<file path="config.mk">
export PLATFORM = sky130hd
export DESIGN_NAME = vga_capture_rx
export DESIGN_NICKNAME = d
export VERILOG_FILES = /design/src/rtl/vga_capture_rx.sv
export SDC_FILE = /design/constraint.sdc
export NUM_CORES = 1
export LEC_CHECK = 0
export ABC_AREA = 1
export BUFFER_PORTS_ARGS = -buffer_cell sky130_fd_sc_hd__buf_2
export CORE_MARGIN = 2
export CORE_UTILIZATION = 30
export CTS_BUF_LIST = sky130_fd_sc_hd__clkbuf_4
export DETAILED_ROUTE_END_ITERATION = 8
export SYNTH_ARGS = -nofsm -noshare
export SYNTH_HDL_FRONTEND = slang
export SYNTH_SLANG_ARGS = --single-unit
</file>
<file path="constraint.sdc">
create_clock -name clk -period 3.97 [get_ports clk]
set_input_delay 0 -clock clk [delete_from_list [all_inputs] [get_ports clk]]
set_output_delay 0 -clock clk [all_outputs]
set_load 0.05 [all_outputs]
</file>
<file path="src/rtl/vga_capture_rx.sv">
// VGA receive front end: recovers sync edges, measures line/frame timing, locks, and re-emits active pixels tagged with x/y.
// Define VGA_CAPTURE_CHECKSUM_EN to add a per-frame RGB sum (frame_sum / frame_sum_valid).
module vga_capture_rx #(
  parameter int H_TOTAL     = 800,
  parameter int V_TOTAL     = 525,
  parameter int LOCK_FRAMES = 2
) (
  input  logic        clk,
  input  logic        reset,
  input  logic        vga_hs,
  input  logic        vga_vs,
  input  logic        vga_blank_n,
  input  logic [7:0]  red,
  input  logic [7:0]  green,
  input  logic [7:0]  blue,
  output logic        locked,
  output logic        timing_err,
  output logic        frame_start,
  output logic        pix_valid,
  output logic [9:0]  pix_x,
  output logic [9:0]  pix_y,
  output logic [23:0] pix_rgb,
  output logic [10:0] h_meas,
  output logic [10:0] v_meas
`ifdef VGA_CAPTURE_CHECKSUM_EN
  ,
  output logic [31:0] frame_sum,
  output logic        frame_sum_valid
`endif
);

  typedef enum logic [1:0] {SEARCH, MEASURE, LOCKED} state_t;

  localparam logic [10:0] H_T   = 11'(H_TOTAL);
  localparam logic [10:0] V_T   = 11'(V_TOTAL);
  localparam logic [10:0] H_SAT = 11'(2 * H_TOTAL);
  localparam logic [2:0]  LK_N  = 3'(LOCK_FRAMES);

  state_t      r_state, w_state_n;
  logic [2:0]  r_good, w_good_n;
  logic        r_hs1, r_vs1, r_blank1, r_hs2, r_vs2;
  logic [23:0] r_rgb1;
  logic [10:0] r_hcnt, r_lcnt;
  logic [9:0]  r_xcnt, r_ycnt;
  logic        r_line_act, r_hbad;

  logic        w_hs_fall, w_vs_fall, w_sat, w_hbad_now, w_vbad_now, w_err, w_line_had, w_pv_n;
  logic [10:0] w_hlen;

  assign w_hs_fall  = r_hs2 & ~r_hs1;
  assign w_vs_fall  = r_vs2 & ~r_vs1;
  assign w_hlen     = r_hcnt + 11'd1;
  assign w_hbad_now = w_hs_fall && (w_hlen != H_T);
  assign w_vbad_now = w_vs_fall && (r_lcnt != V_T);
  // The clock that would carry hcnt onto its ceiling is the missing-hsync event; it fires once, then hcnt parks.
  assign w_sat      = !w_hs_fall && (r_hcnt == H_SAT - 11'd1);
  assign w_err      = (r_state == LOCKED) && (w_hbad_now || w_vbad_now || w_sat);
  assign w_line_had = r_line_act | r_blank1;
  assign w_pv_n     = r_blank1 && (w_state_n == LOCKED);
  assign locked     = (r_state == LOCKED);

  always_comb begin
    w_state_n = r_state;
    w_good_n  = r_good;
    case (r_state)
      SEARCH: begin
        if (w_vs_fall && !w_sat) begin
          w_state_n = MEASURE;
          w_good_n  = 3'd0;
        end
      end
      MEASURE: begin
        if (w_sat) begin
          w_state_n = SEARCH;
        end else if (w_vs_fall) begin
          // The line closed by a coincident hs_fall still belongs to the frame being judged.
          if (r_hbad || w_hbad_now || w_vbad_now) begin
            w_good_n = 3'd0;
          end else if (r_good + 3'd1 == LK_N) begin
            w_state_n = LOCKED;
          end else begin
            w_good_n = r_good + 3'd1;
          end
        end
      end
      LOCKED: begin
        if (w_hbad_now || w_vbad_now || w_sat) w_state_n = SEARCH;
      end
      default: w_state_n = SEARCH;
    endcase
  end

  always_ff @(posedge clk or posedge reset) begin
    if (reset) begin
      r_state <= SEARCH;
      r_good  <= 3'd0;
    end else begin
      r_state <= w_state_n;
      r_good  <= w_good_n;
    end
  end

  always_ff @(posedge clk or posedge reset) begin
    if (reset) begin
      r_hs1       <= 1'b1;
      r_vs1       <= 1'b1;
      r_hs2       <= 1'b1;
      r_vs2       <= 1'b1;
      r_blank1    <= 1'b0;
      r_rgb1      <= 24'd0;
      r_hcnt      <= 11'd0;
      r_lcnt      <= 11'd0;
      r_hbad      <= 1'b0;
      r_xcnt      <= 10'd0;
      r_ycnt      <= 10'd0;
      r_line_act  <= 1'b0;
      h_meas      <= 11'd0;
      v_meas      <= 11'd0;
      timing_err  <= 1'b0;
      frame_start <= 1'b0;
      pix_valid   <= 1'b0;
      pix_x       <= 10'd0;
      pix_y       <= 10'd0;
      pix_rgb     <= 24'd0;
    end else begin
      r_hs1    <= vga_hs;
      r_vs1    <= vga_vs;
      r_hs2    <= r_hs1;
      r_vs2    <= r_vs1;
      r_blank1 <= vga_blank_n;
      r_rgb1   <= {red, green, blue};

      if (w_hs_fall) begin
        h_meas <= w_hlen;
        r_hcnt <= 11'd0;
      end else if (r_hcnt != H_SAT) begin
        r_hcnt <= r_hcnt + 11'd1;
      end

      if (w_vs_fall) begin
        v_meas <= r_lcnt;
        r_lcnt <= {10'd0, w_hs_fall};
      end else if (w_hs_fall) begin
        r_lcnt <= r_lcnt + 11'd1;
      end

      r_hbad <= w_vs_fall ? 1'b0 : (r_hbad | w_hbad_now);

      if (r_blank1) begin
        pix_x   <= r_xcnt;
        pix_y   <= r_ycnt;
        pix_rgb <= r_rgb1;
      end
      if (w_hs_fall)     r_xcnt <= 10'd0;
      else if (r_blank1) r_xcnt <= r_xcnt + 10'd1;

      if (w_vs_fall) begin
        r_ycnt     <= 10'd0;
        r_line_act <= 1'b0;
      end else if (w_hs_fall) begin
        r_ycnt     <= r_ycnt + {9'd0, w_line_had};
        r_line_act <= 1'b0;
      end else begin
        r_line_act <= w_line_had;
      end

      pix_valid   <= w_pv_n;
      timing_err  <= w_err;
      frame_start <= w_vs_fall;
    end
  end

`ifdef VGA_CAPTURE_CHECKSUM_EN
  logic [31:0] r_acc;
  logic [9:0]  w_pix_sum;

  assign w_pix_sum = {2'b00, r_rgb1[23:16]} + {2'b00, r_rgb1[15:8]} + {2'b00, r_rgb1[7:0]};

  always_ff @(posedge clk or posedge reset) begin
    if (reset) begin
      r_acc           <= 32'd0;
      frame_sum       <= 32'd0;
      frame_sum_valid <= 1'b0;
    end else begin
      r_acc           <= w_vs_fall ? 32'd0 : r_acc + (w_pv_n ? {22'd0, w_pix_sum} : 32'd0);
      frame_sum_valid <= w_vs_fall && (r_state == LOCKED);
      if (w_vs_fall && (r_state == LOCKED)) frame_sum <= r_acc;
    end
  end
`endif

endmodule

</file>
==> out/results.tsv <==
stage	metric	value	unit
placement	io_buffers	98	
worst_setup_path	worst_path_largest_cell_delay	0.56	ns
logic_synthesis	synth_top_cell_area_share	61.52	%
global_route	grt_pass1_vias	4298	
logic_synthesis	synthTopCellsByArea	dfrtp_1, nand2_1, o21ai_0	
global_route	grtUsageMet1	17.69	%
timing	fmax	0.4560	GHz
floorplan	die-area	20520	um2
timing	hold_ws	0.06710	ns
global_route	busiest_layer	met2	
cells_and_area	drive_above_1_share	20.16	%
logic_synthesis	synth_top_cell_by_area	dfrtp_1	
worst_setup_path	r2r-start	r_hs1	
routing	wl	12.50	mm
flow_run	drv_cap	0	
floorplan	row_count	50	
cells_and_area	fin_nets	794	
clocking	root_buffer	clkbuf_4	
outcome	outcome	completed	
worst_setup_path	crit_chain	nor2_2, inv_1, buf_4, nand3_1, nor4_1, nor2_1, inv_1, o21ai_0	
clocking	numClockSinks	147	
routing	wire_per_inst	12.12	um
routing	viasPerCell	4.256	
worst_setup_path	crit_path_frequent_cell	inv_1	
worst_setup_path	cp.arrival	2.65	ns
power	vdd_drop_max	0.2618	mV
placement	dpl_cell_area	6614	um2
floorplan	ios	99	
cells_and_area	layout_commonest_cell	nand2_1	
global_route	antenna_found_initial	2	
worst_setup_path	required	4.43	ns
global_route	grt_pass1_wl	21.01	mm
cells_and_area	finalInstanceArea	7166	um2
hold_path	hold_depth	2	
timing	fin_setup_tns	0	ns
logic_synthesis	synth_nets	662	
logic_synthesis	synthCells	624	
power	p_per_area	446.2	nW/um2
worst_setup_path	crit_slowest_cell	dfstp_2	
logic_synthesis	ys_types	30	
worst_setup_path	crit_start	r_hs1	
timing	rsz0062_at_grt	no	
clocking	path_clk_slew	0.13	ns
logic_synthesis	syn_area_per_cell	9.322	um2
timing	slew_viol_final	0	
logic_synthesis	synth_area	5817	um2
global_route	grt_use_met3	4.494	%
power	leakagePower	3.613	nW
clocking	htree_num_levels	4	
floorplan	fp.coreArea	18890	um2
cells_and_area	synthToLayoutAreaGrowth	23.19	%
floorplan	die_h	143.2	um
timing	slew_headroom	48.95	%
clocking	post_cts_buffers	0	
clocking	cts_buffers	17	
worst_setup_path	r2r_slack	1.78	ns
hold_path	hp-class	in -> reg	
timing	final.period_utilization	55.24	%
worst_setup_path	crit_type	reg -> reg	
routing	drc_errors	0	
logic_synthesis	ys_seq_area_share	63.33	%
routing	first_iter_violations	234	
timing	setup_viol	0	
global_route	grt_max_degree	89	
timing	period_minus_slack	2.193	ns
clocking	cts_tree	yes	
timing	clock_skew	0.01471	ns
global_route	met2_usage	19.99	%
timing	final_hold_viol_count	0	
clocking	clock_path_buffers	2	
worst_setup_path	r2r-end	r_hcnt[1]	
timing	worstMarginPinSlew	0.7657	ns
clocking	clock_latency	0.56	ns
global_route	track_usage	13.14	%
worst_setup_path	crit_path_max_fanout	25	
worst_setup_path	startpoint_type	flip-flop	
worst_setup_path	r2r_cells	8	
worst_setup_path	cp-endpoint	r_hcnt[1]	
floorplan	dieWidth	143.2	um
global_route	gr-total-overflow	0	
floorplan	start_util	30.79	%
cells_and_area	final_cell_mix	nand2_1, dfrtp_1, buf_2	
routing	antenna_left	0	
power	power	0.003197	W
placement	hpwlAfterDp	8.382	mm
placement	gp_congestion	0.8062	
logic_synthesis	synth-seq-cells	147	
logic_synthesis	ys_warn_count	0	
worst_setup_path	end_kind	flip-flop	
routing	via_count	4388	
routing	first_pass_iters	5	
## sequential cells by signal (all words and copies together) (netlist names), 11 cells and up
register and cells:
r_lcnt 11, pix_rgb 24, r_rgb1 24, r_hcnt 11
v_meas 11, h_meas 11
## routing by layer
metal	routed length (um)	share of wire, %
met1	6148	49
met2	5485	44
met3	699	5.6
met4	163	1.3
met5	0	0
## power breakdown
part | total [W] | switching [W] | internal, W
clock network | 0.000900 | 0.000576 | 0.000324
registers | 0.00170 | 0.0000876 | 0.00161
logic | 0.000596 | 0.000432 | 0.000164
## how the worst min path moves through the flow
| stage | startpoint | endpoint | slack, ns |
|---|---|---|---|
| 6_report | red[7] | r_rgb1[23] | 0.07 |
| 5_1_grt | green[1] | r_rgb1[9] | 0.03 |
| 4_1_cts | red[4] | r_rgb1[20] | 0.02 |
| 3_5_place_dp | blue[5] | r_rgb1[5] | 0.11 |
| 3_3_place_gp | vga_hs | r_hs1 | 0.11 |
| 2_1_floorplan | vga_hs | r_hs1 | 0.004 |
## cell type report
type | count | area (um2)
Fill cell | 1934 | 11730
Sequential cell | 147 | 3684
Multi-Input combinational cell | 398 | 1836
Timing Repair Buffer | 133 | 823.3
Tap cell | 260 | 325.3
Inverter | 59 | 226.5
Clock buffer | 18 | 135.1
Clock inverter | 14 | 131.4
Antenna cell | 2 | 5.005
## synthesized netlist by cell type
cell / number
a2111oi_0: 1
a21o_1: 1
a21oi_1: 22
a31oi_1: 1
buf_1: 1
buf_2: 1
clkbuf_1: 18
clkinv_1: 1
dfrtp_1: 143
dfstp_2: 4
ha_1: 9
inv_1: 58
nand2_1: 198
nand2_2: 4
nand3_1: 23
nand3_2: 1
nand3b_1: 1
nand4_1: 7
nor2_1: 43
nor2_2: 3
nor2_4: 2
nor3_1: 14
nor4_1: 3
o21ai_0: 55
o21ai_1: 3
o22ai_1: 1
or2_2: 1
xnor2_1: 2
xor2_1: 2
xor2_2: 1
## repair_timing
item / CTS / global route
hold buffers: 28 / 0
endpoints found under the hold margin: 111 / 0
resized for setup: 0 / 0
## cell families after synthesis
| logic type | share of synthesized area [%] |
|---|---|
| and+or+nand+nor | 21.36 |
| DFF | 63.33 |
| AOI/OAI and AO/OA | 7.378 |
| buffers and inverters | 5.119 |
| adders and majority gates | 1.936 |
| xor gates and xnor gates | 0.8821 |
## metrics by stage
step	setup WS [ns]	instances	util [%]
after global routing	1.466	1031	37.93
after detailed placement	1.753	969	35.01
final	1.777	1031	37.93
after CTS	1.730	1029	37.90
after global placement	1.843	969	35.01
after floorplan	0.02528	624	-
## worst max-delay path: cells and delay by family, from the launching register on
family	cells	cell delay, ns
buffers and inverters	3	0.77
flip-flops	1	0.56
AO/OA/AOI/OAI	1	0.07
AND/OR/NAND/NOR	4	0.69
(Power assumes the default switching activity.)
